## config.mk

```make
export PLATFORM = sky130hd
export DESIGN_NAME = baud_tick_gen
export DESIGN_NICKNAME = d
export VERILOG_FILES = /design/src/rtl/baud_tick_gen.sv
export SDC_FILE = /design/constraint.sdc
export NUM_CORES = 1
export LEC_CHECK = 0
export CAP_MARGIN = 15
export CORE_AREA = 2 2 89 91
export CTS_CLUSTER_SIZE = 16
export DETAILED_ROUTE_END_ITERATION = 16
export DIE_AREA = 0 0 91 93
export HOLD_SLACK_MARGIN = 0.05
export MAX_ROUTING_LAYER = met4
export PLACE_DENSITY = 0.68
export SLEW_MARGIN = 15
export SYNTH_ARGS = -nofsm -noshare
export SYNTH_HDL_FRONTEND = slang
export SYNTH_SLANG_ARGS = --single-unit
```

## constraint.sdc

```tcl
create_clock -name clk -period 11.9 [get_ports clk]
set_input_delay 1.19 -clock clk [delete_from_list [all_inputs] [get_ports clk]]
set_output_delay 1.19 -clock clk [all_outputs]
set_load 0.05 [all_outputs]
```

## src/rtl/baud_tick_gen.sv

```systemverilog
// Baud-rate tick generator: programmable integer/fractional divisor,
// oversample tick, baud tick and shadowed divisor load.
module baud_tick_gen #(
  parameter int CNT_W        = 16,
  parameter int FRAC_W       = 4,
  parameter int OVERSAMPLE   = 16,
  parameter int OS_W         = 4,
  parameter int DEF_DIV_INT  = 10,
  parameter int DEF_DIV_FRAC = 0
) (
  input  logic              clk,
  input  logic              reset_n,
  input  logic              en,
  input  logic [CNT_W-1:0]  div_int,
  input  logic [FRAC_W-1:0] div_frac,
  input  logic              div_load,
  output logic              div_err,
  output logic              sample_tick,
  output logic              baud_tick,
  output logic [CNT_W-1:0]  q_out,
  output logic [OS_W-1:0]   os_cnt,
  output logic              div_pending
);

  localparam logic [CNT_W-1:0]  DefInt  = CNT_W'(DEF_DIV_INT);
  localparam logic [FRAC_W-1:0] DefFrac = FRAC_W'(DEF_DIV_FRAC);
  localparam logic [OS_W-1:0]   OsLast  = OS_W'(OVERSAMPLE - 1);
  localparam logic [CNT_W-1:0]  MinDiv  = CNT_W'(2);

  logic [CNT_W-1:0]  q_q, q_d;
  logic [OS_W-1:0]   os_q, os_d;
  logic [FRAC_W-1:0] acc_q, acc_d;
  logic [CNT_W-1:0]  int_q, int_d;
  logic [FRAC_W-1:0] frac_q, frac_d;
  logic [CNT_W-1:0]  sh_int_q, sh_int_d;
  logic [FRAC_W-1:0] sh_frac_q, sh_frac_d;
  logic              pend_q, pend_d;
  logic              tick_q, tick_d;
  logic              baud_q, baud_d;
  logic              err_q, err_d;

  logic [FRAC_W:0]   sum;
  logic [CNT_W:0]    per;
  logic [CNT_W:0]    per_m1;
  logic              wrap;
  logic              apply;
  logic              load_ok;
  logic              load_bad;

  // Dither: the accumulator carry stretches the period by one clock.
  assign sum    = {1'b0, acc_q} + {1'b0, frac_q};
  assign per    = {1'b0, int_q} + (CNT_W+1)'(sum[FRAC_W]);
  assign per_m1 = per - 1'b1;

  // >= keeps a divisor shrunk during freeze from overrunning the count.
  assign wrap     = en && ({1'b0, q_q} >= per_m1);
  assign apply    = pend_q && (!en || wrap);
  assign load_ok  = div_load && (div_int >= MinDiv);
  assign load_bad = div_load && (div_int < MinDiv);

  always_comb begin
    q_d       = q_q;
    os_d      = os_q;
    acc_d     = acc_q;
    int_d     = int_q;
    frac_d    = frac_q;
    sh_int_d  = sh_int_q;
    sh_frac_d = sh_frac_q;
    pend_d    = pend_q;
    tick_d    = 1'b0;
    baud_d    = 1'b0;
    err_d     = load_bad;
    if (en) begin
      if (wrap) begin
        q_d    = '0;
        acc_d  = sum[FRAC_W-1:0];
        os_d   = (os_q == OsLast) ? '0 : os_q + 1'b1;
        tick_d = 1'b1;
        baud_d = (os_q == OsLast);
      end else begin
        q_d = q_q + 1'b1;
      end
    end
    if (apply) begin
      int_d  = sh_int_q;
      frac_d = sh_frac_q;
      pend_d = 1'b0;
    end
    if (load_ok) begin
      sh_int_d  = div_int;
      sh_frac_d = div_frac;
      pend_d    = 1'b1;
    end
  end

  always_ff @(posedge clk) begin
    if (!reset_n) begin
      q_q       <= '0;
      os_q      <= '0;
      acc_q     <= '0;
      int_q     <= DefInt;
      frac_q    <= DefFrac;
      sh_int_q  <= DefInt;
      sh_frac_q <= DefFrac;
      pend_q    <= 1'b0;
      tick_q    <= 1'b0;
      baud_q    <= 1'b0;
      err_q     <= 1'b0;
    end else begin
      q_q       <= q_d;
      os_q      <= os_d;
      acc_q     <= acc_d;
      int_q     <= int_d;
      frac_q    <= frac_d;
      sh_int_q  <= sh_int_d;
      sh_frac_q <= sh_frac_d;
      pend_q    <= pend_d;
      tick_q    <= tick_d;
      baud_q    <= baud_d;
      err_q     <= err_d;
    end
  end

  assign q_out       = q_q;
  assign os_cnt      = os_q;
  assign sample_tick = tick_q;
  assign baud_tick   = baud_q;
  assign div_err     = err_q;
  assign div_pending = pend_q;

endmodule

```

=== After elaboration in Yosys (flattened, before gate mapping) ===
Cells that the tools add are included.

* Register bits: 68
* Word-level logic and storage cells: 35

* Add/subtract/negate cells: 5
* Magnitude comparators: 3
* Equality and inequality tests: 1
* Multiplexer cells: 5
* Reductions and logical operators: 10

{| class="wikitable"
|+ Operator list
! cell !! number
|-
| $add A16 B1 Y17 || 1
|-
| $ge A16 B17 Y1 || 1
|-
| $sub A17 B1 Y17 const B || 1
|-
| $add A16 B1 Y16 const B || 1
|-
| $ge A16 B2 Y1 const B || 1
|-
| $lt A16 B2 Y1 const B || 1
|-
| $mux W16 || 1
|-
| $add A4 B4 Y5 || 1
|-
| $add A4 B1 Y4 const B || 1
|-
| $eq A4 B4 Y1 const B || 1
|-
| $logic_and A1 B1 Y1 || 4
|-
| $mux W4 || 1
|-
| $reduce_and A2 Y1 || 2
|-
| $mux W1 || 3
|-
| $reduce_and A3 Y1 || 1
|-
| $reduce_bool A2 Y1 || 1
|-
| $logic_not A1 Y1 || 1
|-
| $logic_or A1 B1 Y1 || 1
|}

=== Longest topological paths before layout ===
Gate-level depths: netlist of the first run.

* Depth after elaboration: 9
* Gate-level depth with buffers: 22
* Mapped depth without buffers: 19

=== Worst setup path before layout of the first run ===
OpenSTA, ideal clock, no wires.

* Path kind: register to register
* Start point: register acc_q[0]
* End point: register q_q[10], in the netlist q_out[10]
* Setup time: 128 ps
* Data arrival time: 4,010 ps
* Data required time: 11,772 ps
* Path slack: 7,763 ps
* Stages on the path, launching flop included: 21
* Path buffers: 2
* Cell sequence: dfxtp_1 -> ha_1 -> inv_1 -> fa_1 -> inv_1 -> a21o_1 -> a21oi_1 -> ha_1 -> ha_1 -> nand2b_1 -> or3_1 -> buf_2 -> or4_1 -> xor2_1 -> ha_1 -> nand4_1 -> o211ai_1 -> a21oi_1 -> o21ai_0 -> clkbuf_1 -> nor2_1

* Cells in the longest elaborated chain, start to end: 6

{| class="wikitable"
|+ RTL lines
! item !! RTL line !! text
|-
| from (decl) || 32 || <nowiki>logic [FRAC_W-1:0] acc_q, acc_d;</nowiki>
|-
| from (signal assigned) || 100 || <nowiki>acc_q <= '0;</nowiki>
|-
| from (signal assigned) || 112 || <nowiki>acc_q <= acc_d;</nowiki>
|-
| $add A4 B4 Y5 || 51 || <nowiki>assign sum = {1'b0, acc_q} + {1'b0, frac_q};</nowiki>
|-
| $add A16 B1 Y17 || 52 || <nowiki>assign per = {1'b0, int_q} + (CNT_W+1)'(sum[FRAC_W]);</nowiki>
|-
| $sub A17 B1 Y17 || 53 || <nowiki>assign per_m1 = per - 1'b1;</nowiki>
|-
| $ge A16 B17 Y1 || 56 || <nowiki>assign wrap = en && ({1'b0, q_q} >= per_m1);</nowiki>
|-
| $logic_and A1 B1 Y1 || 56 ||
|-
| $mux W16 || 74 || <nowiki>if (wrap) begin</nowiki>
|-
| to (signal assigned) || 110 || <nowiki>q_q <= q_d;</nowiki>
|-
| to (decl) || 30 || <nowiki>logic [CNT_W-1:0] q_q, q_d;</nowiki>
|}

No other way between the ends.
A chain may end at the register's enable or synchronous reset.

=== Worst setup path after layout of the first run ===
* Start point: register acc_q[0]
* End point: register os_q[3], in the netlist os_cnt[3]

* Cells in the longest elaborated chain, start to end: 6

{| class="wikitable"
|+ RTL lines
! item !! RTL line !! text
|-
| $add A4 B4 Y5 || 51 ||
|-
| $add A16 B1 Y17 || 52 ||
|-
| $sub A17 B1 Y17 || 53 ||
|-
| $ge A16 B17 Y1 || 56 ||
|-
| $logic_and A1 B1 Y1 || 56 ||
|-
| $reduce_and A2 Y1 (no line) || n/a ||
|-
| to (signal assigned) || 111 || <nowiki>os_q <= os_d;</nowiki>
|-
| to (decl) || 31 || <nowiki>logic [OS_W-1:0] os_q, os_d;</nowiki>
|}

No other way between the ends.

==> results by group, run 1 <==
Status
  • Outcome: completed

Placement
  • HPWL after DPL: 5010 um
  • # port buffers: 47
  • Placer Congestion: 0.890

Logic synthesis
  • Mapped Cells: 402
  • Cell taking the most area after synthesis: dfxtp_1
  • Top-count cell post-synth: dfxtp_1
  • Synth top cells by count: dfxtp_1, nand2_1, nor2_1
  • Number of enable flip-flop cells after synthesis: 0
  • Share of the synthesized area in the top cell type: 40.1%
  • Synthesized cell area: 0.00340 mm^2
  • Number of synthesis warnings: 0
  • Post-synthesis async set-or-reset flop share: 0%
  • Synth top area cells: dfxtp_1, ha_1, nand2_1
  • Top_reg_cell synth: dfxtp_1
  • Seq/Total Area, Yosys: 40.1%
  • Syn Nets: 451
  • Syn_area_per_cell: 8.45 um^2
  • Synth cell types: 42
  • Synthesized flop and latch total: 68

Timing
  • Setup Viol. Count Final: 0
  • Fmax: 216 MHz
  • Fin Hold WS: 0.447 ns
  • Worst clock skew: 0.0104 ns
  • Max Slew Vio Count: 0
  • Unrepaired setup endpoints after global routing: no
  • Max_slew headroom: 36.4%
  • Final min period: 4.62 ns
  • Tcrit/Tclk final: 38.8%
  • Final TNS setup: 0 ns
  • Worst Tran Pin Value: 0.954 ns
  • Final Hold Vio Count: 0

Floorplanning
  • Die height: 93 um
  • Chip width: 91 um
  • Die footprint: 0.00846 mm^2
  • IO Pins: 48
  • Initial Util: 45.1%
  • Row count: 32
  • Core area: 0.00753 mm^2

Min path
  • Hold endpoint: frac_q[1]
  • HP Class: reg -> reg
  • Min-delay src: sh_frac_q[1]
  • Hold depth: 2

Route
  • DR pass1 iterations: 4
  • Via count: 2815
  • Post-route DRC violation count: 0
  • Met3 wire length: 286 um
  • Iter 0 DRT Violations: 128
  • Vias per Instance: 5.13
  • DRT met1 WL: 3440 um
  • Routed len/inst: 12.5 um
  • Met2 wire len: 3040 um
  • Routed Antenna Nets: 0
  • Top routing layer in use: met4
  • Overall routed net length: 6870 um

Critical path
  • Worst Setup Start Kind: register
  • R2r endpoint: os_cnt[3]
  • Crit path required time: 12.14 ns
  • Worst R2R Path Depth: 19
  • Setup crit end kind: register
  • Worst Setup Path Type: reg -> reg
  • R2r setup slk: 7.28 ns
  • Worst path arrival time: 4.87 ns
  • Critical Path Fanout Max: 14
  • FF-to-FF Start: acc_q[0]

Cells and area
  • Share of layout cells above drive strength 1: 4.92%
  • N_diodes: 0
  • Final net count: 491
  • Util after Layout: 55.4%
  • Area grow syn2layout: 22.7%

Clock tree
  • CTS buffer count: 9
  • Post-CTS resize count: 0
  • Maximum root-to-sink buffer count: 2
  • Clock slew at reported path FFs: 0.08 ns
  • Post-cts hold buffer count: 0
  • Post-CTS Setup Bufs: 0
  • Clk Latency, worst-skew pair: 0.34 ns
  • H-tree depth: 3
  • CTS sink count: 68
  • CTS tree: done
  • Clk Tree Root Cell: clkbuf_8

Global route
  • Vias in the first global route: 2499
  • Initial antenna violation count: 0
  • Largest net degree at the start of global routing: 59
  • Gr usage total: 17.3%
  • Grt ovf: 0
  • Global-route wire length before repair: 11600 um

Flow run
  • Max Cap Viol: 0

Pwr
  • Pwr dens: 125 mW/mm^2
  • Leak: 0.00164 uW
  • Worst VDD drop: 0.0000718 V
## layer usage
metal,global-route usage [%],up-vias
met5,-,-
met2,27.0,55
met4,6.44,0
li1,-,1478
met1,22.8,1272
met3,2.90,10
## area by class of cell
class	count	area (um^2)
fillers	726	3360
multi-input cells	304	1910
flip-flops and latches	68	1360
repair buffers	49	480
clock buffers	11	141
well taps	102	128
clock inverters	5	108
inverters	10	37.5
## sequential cells by signal (all words and copies together) (netlist names)
register,flops
sh_frac_q,4
baud_tick,1
div_err,1
int_q,16
sh_int_q,16
acc_q,4
div_pending,1
frac_q,4
sample_tick,1
q_out,16
os_cnt,4
## layout by cell type (no fill, tap or decap), drive strengths merged, types with 3 or more instances in the layout
master         instances
nor2                  40
clkbuf                11
o21ai                 26
mux2i                 15
or4                    3
ha                    24
buf                    3
inv                   11
a21oi                 15
a31oi                  3
xor2                  15
clkdlybuf4s50         46
nor3                   8
bufinv                 3
and3                   4
xnor2                 15
nand4                  8
nor4                   5
nand3                 35
nand2                 60
a21o                   5
dfxtp                 68
## critical path, cell delays in order, from the launching register on
cell      delay (ns)
dfxtp_1         0.32
ha_1            0.21
inv_1           0.07
fa_1            0.21
inv_1           0.05
a21o_1          0.17
a21oi_1         0.14
ha_1            0.18
ha_1            0.18
nand2b_1        0.13
or3_1           0.41
or4_1           0.44
xor2_1          0.16
ha_1            0.32
nand4_1         0.14
nor2_1          0.24
o211ai_1        0.16
a31oi_2         0.59
a31oi_1         0.16
a31o_2          0.23
## worst max-delay path by stage
stage,start,to,slack (ns),depth (start not counted)
2_1_floorplan,acc_q[0],q_out[10],7.76,20
3_3_place_gp,acc_q[0],os_cnt[3],7.16,19
5_1_grt,acc_q[0],os_cnt[3],6.93,19
4_1_cts,acc_q[0],os_cnt[3],7.04,19
6_report,acc_q[0],os_cnt[3],7.28,19
3_5_place_dp,acc_q[0],os_cnt[3],7.04,19
## logic make-up after synthesis
family	count (synthesis)	share of synthesized area (%)
flops	68	40.1
fa+ha+maj	25	9.43
xor+xnor	30	7.74
compound gates	63	11.2
simple gates	171	22.9
buf+inv	30	4.16
mux	15	4.42
## per-stage QoR
step	setup WS [ns]	cells	instance area [um^2]	power (uW)
floorplan	7.76	402	3400	274
global placement	7.16	533	3910	290
detailed placement	7.04	533	3910	291
CTS	7.04	549	4160	527
global route	6.93	549	4170	543
finish	7.28	549	4170	523
## report_power, final
part	total, uW	switching [uW]	internal [uW]
clock network	238	91.3	146
registers	239	5.45	234
logic	45.7	26.2	19.5
total	523	123	400
Power figures use the tool's default switching activity.
==> run 2, diff against run 1 <==
--- a/config.mk
+++ b/config.mk
@@ -12,7 +12,7 @@
 export DIE_AREA = 0 0 91 93
 export HOLD_SLACK_MARGIN = 0.05
 export MAX_ROUTING_LAYER = met4
-export PLACE_DENSITY = 0.68
+export PLACE_DENSITY = 0.71
 export SLEW_MARGIN = 15
 export SYNTH_ARGS = -nofsm -noshare
 export SYNTH_HDL_FRONTEND = slang
==> constraint.sdc (replaced) <==
create_clock -name clk -period 4 [get_ports clk]
set_input_delay 0.4 -clock clk [delete_from_list [all_inputs] [get_ports clk]]
set_output_delay 0.4 -clock clk [all_outputs]
set_load 0.05 [all_outputs]
==> results by group, run 2 (synthesis results as in run 1) <==
Floorplanning
  • Row count: 32
  • Die footprint: 0.00846 mm^2
  • Die height: 93 um
  • Initial Util: 45.1%
  • Chip width: 91 um
  • IO Pins: 48
  • Core area: 0.00753 mm^2

Cells and area
  • Layout fillers: 682
  • Share of layout cells above drive strength 1: 15.3%
  • Commonest non-fill, non-tap cell in the layout: dfxtp_1
  • N_diodes: 0
  • Final net count: 514
  • Area grow syn2layout: 34.2%
  • Most frequent cells in the layout: dfxtp_1, nand2_1, clkdlybuf4s50_1

Timing
  • Final TNS setup: -1.37 ns
  • Setup ws final: -0.138 ns
  • Max Slew Vio Count: 0
  • Final min period: 4.14 ns
  • Worst Tran Pin Value: 1.05 ns
  • Fin Hold WS: 0.449 ns
  • Fmax: 242 MHz
  • Max_slew headroom: 29.5%
  • Setup Viol. Count Final: 35
  • Tcrit/Tclk final: 103%
  • Worst clock skew: 0.00661 ns
  • Final Hold Vio Count: 0
  • Unrepaired setup endpoints after global routing: yes

Route
  • Vias per Instance: 5.17
  • Routed Antenna Nets: 0
  • Routed len/inst: 12.9 um
  • Iter 0 DRT Violations: 129
  • Via count: 2955
  • Post-route DRC violation count: 0
  • Overall routed net length: 7410 um
  • DR pass1 iterations: 4

Clock tree
  • Clk Latency, worst-skew pair: 0.35 ns
  • CTS sink count: 68
  • H-tree depth: 3
  • Maximum root-to-sink buffer count: 2
  • Post-cts hold buffer count: 0
  • Clk Tree Root Cell: clkbuf_8
  • CTS tree: done
  • Clock slew at reported path FFs: 0.08 ns
  • CTS buffer count: 9

Critical path
  • Worst path arrival time: 4.35 ns
  • Max stage delay on crit path: 0.46 ns
  • Total stage count of the critical path: 20
  • Most frequent CP cell: ha_4
  • Setup crit end kind: register
  • Worst Setup Start Kind: register
  • Cell Chain, Critical Path: ha_4 > inv_2 > fa_2 > inv_1 > a21o_1 > a21oi_2 > ha_2 > ha_4 > nand2b_4 > or3_4 > or4_4 > xor2_4 > ha_4 > a21o_1 > a21oi_2 > o211ai_1 > a221oi_4 > buf_12 > mux2i_2 > nand2_1
  • Worst Setup Path Type: reg -> reg
  • CP max stage cell: or4_4
  • FF-to-FF Start: frac_q[0]
  • Crit path required time: 4.21 ns
  • R2r endpoint: int_q[1]
  • Worst R2R Path Depth: 20
  • Critical Path Fanout Max: 6
  • CP top delay family: compound AO/OA/AOI/OAI gates
  • R2r setup slk: -0.14 ns
  • Worst Path Buf+Inv: 3

Pwr
  • Leak: 0.00180 uW
  • Switching part of the total: 26.3%
  • Pwr dens: 318 mW/mm^2
  • Pint: 1070 uW
  • Comb power frac: 11.8%
  • Net Switching: 381 uW
  • Clock power share: 38.8%
  • Worst VDD drop: 0.000171 V
  • Flop pwr share: 49.3%

Min path
  • HP Class: reg -> reg
  • Hold depth: 2
  • Hold endpoint: int_q[11]
  • Min-delay src: sh_int_q[11]

Global route
  • Initial antenna violation count: 0
  • Global-route wire length before repair: 12300 um
  • Gr usage total: 18.4%
  • Grt ovf: 0
  • Largest net degree at the start of global routing: 59
  • Vias in the first global route: 2764

Status
  • Outcome: finished with violations
  • Violated checks: setup timing

Placement
  • # port buffers: 47
  • Placer Congestion: 0.876
  • HPWL after DPL: 5270 um

Flow run
  • Max Cap Viol: 0
## run 2: cell count changes in the layout (fill, tap and decap cells not counted), sizes merged
cell,delta
bufinv,-2
clkinvlp,+1
buf,+22
inv,-1
clkinv,+3
## run 2: through the flow
step / worst slack, ns / area (um^2) / std cells / util, % / total power (uW)
2_1_floorplan: 0.000855 / 3430 / 402 / - / 818
3_3_place_gp: -0.0335 / 4100 / 547 / 54.5 / 878
3_5_place_dp: -0.153 / 4100 / 547 / 54.5 / 881
4_1_cts: -0.163 / 4400 / 570 / 58.5 / 1450
5_1_grt: -0.289 / 4560 / 572 / 60.5 / 1510
6_report: -0.138 / 4560 / 572 / 60.5 / 1450
## run 2: power by group through the flow
stage                     logic (uW)  clock network (uW)  registers, uW
after floorplan                 83.2                   0            735
after global placement           150                   0            727
after detailed placement         153                   0            728
after CTS                        164                 575            713
after global routing             187                 607            716
final                            171                 562            714
## run 2: worst register-to-register path: stages, from the launching register on
cell	delay (ns)
dfxtp_2	0.34
ha_4	0.16
inv_2	0.05
fa_2	0.19
inv_1	0.04
a21o_1	0.18
a21oi_2	0.13
ha_2	0.20
ha_4	0.15
nand2b_4	0.05
or3_4	0.33
or4_4	0.46
xor2_4	0.18
ha_4	0.23
a21o_1	0.16
a21oi_2	0.17
o211ai_1	0.18
a221oi_4	0.34
buf_12	0.17
mux2i_2	0.22
nand2_1	0.08
## run 2: layout make-up
cell class	instances	area [um^2]	share of cell area [%]
multi-input cells	304	2080	45.7
inverters	10	37.5	0.824
clock inverters	6	65.1	1.43
repair buffers	72	754	16.6
well taps	102	128	2.80
clock buffers	10	128	2.80
flip-flops and latches	68	1360	29.9
## run 2: layer usage
metal,vias to the layer above,routed length (um),global-route usage (%)
li1,1527,-,-
met1,1356,3550,22.5
met2,56,3440,29.3
met3,16,274,3.87
met4,0,142,8.46
met5,-,0,-
## run 2: how the worst max path moves through the flow
stage / startpoint / endpoint / slack [ns]
6_report: frac_q[0] / int_q[1] / -0.14
5_1_grt: acc_q[0] / int_q[1] / -0.29
4_1_cts: acc_q[0] / int_q[1] / -0.16
3_5_place_dp: acc_q[0] / int_q[3] / -0.15
3_3_place_gp: acc_q[0] / int_q[1] / -0.03
2_1_floorplan: acc_q[0] / q_out[10] / 0.0009
## run 2: repair_timing
| item | in CTS | in global routing |
|---|---|---|
| setup endpoints to repair | 25 | 47 |
| setup buffers | 6 | 2 |
| gates cloned | 1 | 1 |
| pin swaps | 0 | 3 |
| resized for setup | 15 | 27 |
==> run 3, diff against run 2 <==
--- a/config.mk
+++ b/config.mk
@@ -6,13 +6,13 @@
 export NUM_CORES = 1
 export LEC_CHECK = 0
 export CAP_MARGIN = 15
-export CORE_AREA = 2 2 89 91
+export CORE_AREA = 2 2 102 104
 export CTS_CLUSTER_SIZE = 16
 export DETAILED_ROUTE_END_ITERATION = 16
-export DIE_AREA = 0 0 91 93
+export DIE_AREA = 0 0 104 106
 export HOLD_SLACK_MARGIN = 0.05
 export MAX_ROUTING_LAYER = met4
-export PLACE_DENSITY = 0.71
+export SETUP_SLACK_MARGIN = 0.4
 export SLEW_MARGIN = 15
 export SYNTH_ARGS = -nofsm -noshare
 export SYNTH_HDL_FRONTEND = slang
==> results by group, run 3 (synthesis results as in run 1) <==
Clock tree
  • CTS buffer count: 9
  • Clock slew at reported path FFs: 0.08 ns
  • Clk Tree Root Cell: clkbuf_8
  • H-tree depth: 3
  • CTS tree: done
  • CTS sink count: 68
  • Clk Latency, worst-skew pair: 0.35 ns
  • Post-cts hold buffer count: 0
  • Maximum root-to-sink buffer count: 2

Timing
  • Tcrit/Tclk final: 102%
  • Unrepaired setup endpoints after global routing: yes
  • Max Slew Vio Count: 0
  • Worst clock skew: 0.0101 ns
  • Worst Tran Pin Value: 0.974 ns
  • Final min period: 4.07 ns
  • Fmax: 246 MHz
  • Max_slew headroom: 34.9%
  • Setup ws final: -0.0731 ns
  • Final Hold Vio Count: 0
  • Setup Viol. Count Final: 25

Cells and area
  • Final net count: 516
  • Util after Layout: 46.9%
  • Share of layout cells above drive strength 1: 17.8%
  • Commonest non-fill, non-tap cell in the layout: dfxtp_1
  • Most frequent cells in the layout: dfxtp_1, nand2_1, clkdlybuf4s50_1
  • Area grow syn2layout: 38.2%
  • N_diodes: 0
  • Finished Layout Cells: 608

Route
  • Via count: 2936
  • Post-route DRC violation count: 0
  • Vias per Instance: 4.83
  • Overall routed net length: 7730 um
  • DR pass1 iterations: 4
  • Routed len/inst: 12.7 um
  • Routed Antenna Nets: 0
  • Iter 0 DRT Violations: 145

Critical path
  • Crit path required time: 4.21 ns
  • Critical Path Fanout Max: 10
  • Worst R2R Path Depth: 20
  • Worst Setup Path Type: reg -> reg
  • R2r endpoint: int_q[1]
  • Worst Setup Start Kind: register
  • Setup crit end kind: register
  • R2r setup slk: -0.07 ns
  • Worst path arrival time: 4.28 ns
  • FF-to-FF Start: acc_q[0]

Min path
  • Hold depth: 2
  • Min-delay src: sh_frac_q[0]
  • Hold endpoint: frac_q[0]
  • HP Class: reg -> reg

Placement
  • HPWL after DPL: 5530 um
  • # port buffers: 47
  • Placed cell count: 579
  • Placer Congestion: 0.817

Pwr
  • Leak: 0.00183 uW
  • Worst VDD drop: 0.000149 V
  • Pwr dens: 330 mW/mm^2

Global route
  • Largest net degree at the start of global routing: 58
  • Initial antenna violation count: 0
  • Grt ovf: 0
  • Global-route wire length before repair: 12900 um
  • Vias in the first global route: 2776
  • Gr usage total: 14.9%

Status
  • Violated checks: setup timing
  • Outcome: finished with violations

Floorplanning
  • Die height: 106 um
  • Initial Util: 34.0%
  • Row count: 37
  • IO Pins: 48
  • Chip width: 104 um
  • Core area: 0.0100 mm^2
  • Die footprint: 0.0110 mm^2

Flow run
  • Max Cap Viol: 0
run 3: cell types whose count changed in the layout (fill, tap and decap cells not counted), moves of 3 or more:
cell,before,now
nor2_1,38,31
nor2_2,1,5
nor2_4,1,4
nand3_1,34,29
o21ai_1,18,23
nand3_2,1,6
buf_4,11,16
o21ai_0,6,2
buf_6,9,4
run 3: where the power goes:
part / internal, uW / switching, uW / total (uW)
Clock: 374 / 282 / 656
Sequential: 696 / 17.2 / 713
Combinational: 84.8 / 93.0 / 178
Total: 1160 / 392 / 1550
run 3: repair_timing:
item                                    4_1_cts  5_1_grt
endpoints found under the setup margin       47       47
cloned                                        1        0
setup buffers                                 8        4
gates resized for setup                      21       10
pin swaps                                     5        3
run 3: through the flow:
step                cell area (um^2)  hold slack, ns  setup TNS [ns]  setup slack [ns]  power, uW
finish                          4690           0.445          -0.981           -0.0731       1550
global placement                4190           0.433         -0.0990           -0.0237        881
CTS                             4630           0.446           -1.40           -0.0796       1560
floorplan                       3530           0.421               0            0.0355        824
detailed placement              4190           0.441           -2.96            -0.142        885
global route                    4690           0.467           -9.40            -0.301       1610
run 3: how the worst max path moves through the flow:
stage	from	end	slack, ns
after floorplan	acc_q[0]	int_q[3]	0.04
after global placement	acc_q[0]	int_q[1]	-0.02
after detailed placement	acc_q[0]	q_out[10]	-0.14
after CTS	acc_q[0]	frac_q[1]	-0.08
after global routing	frac_q[0]	int_q[3]	-0.30
final	acc_q[0]	int_q[1]	-0.07
run 3: critical path: stages (launching register included):
cell	delay, ns
dfxtp_2	0.34
ha_4	0.16
inv_2	0.05
fa_2	0.20
inv_2	0.04
a21o_1	0.17
a21oi_2	0.11
ha_2	0.20
ha_4	0.14
nand2b_4	0.05
or3_4	0.32
or4_4	0.43
xor2_1	0.17
ha_1	0.34
a21o_1	0.18
a21oi_2	0.14
o211ai_1	0.16
a221oi_4	0.30
buf_12	0.18
mux2i_1	0.18
nand2_1	0.06
run 3: metal layers:
| metal | wire, um | GRT usage (%) | share of wire, % |
|---|---|---|---|
| met1 | 3790 | 18.0 | 49 |
| met2 | 3490 | 24.5 | 45 |
| met3 | 331 | 3.68 | 4.3 |
| met4 | 115 | 4.63 | 1.5 |
| met5 | 0 | - | 0 |
run 3: area by class of cell:
| type | instances | area (um^2) |
|---|---|---|
| fill | 998 | 5310 |
| timing repair buffer | 74 | 776 |
| inverter | 10 | 37.5 |
| clock buffer | 10 | 138 |
| multi-input combinational | 304 | 2110 |
| tap | 136 | 170 |
| sequential | 68 | 1360 |
| clock inverter | 6 | 95.1 |
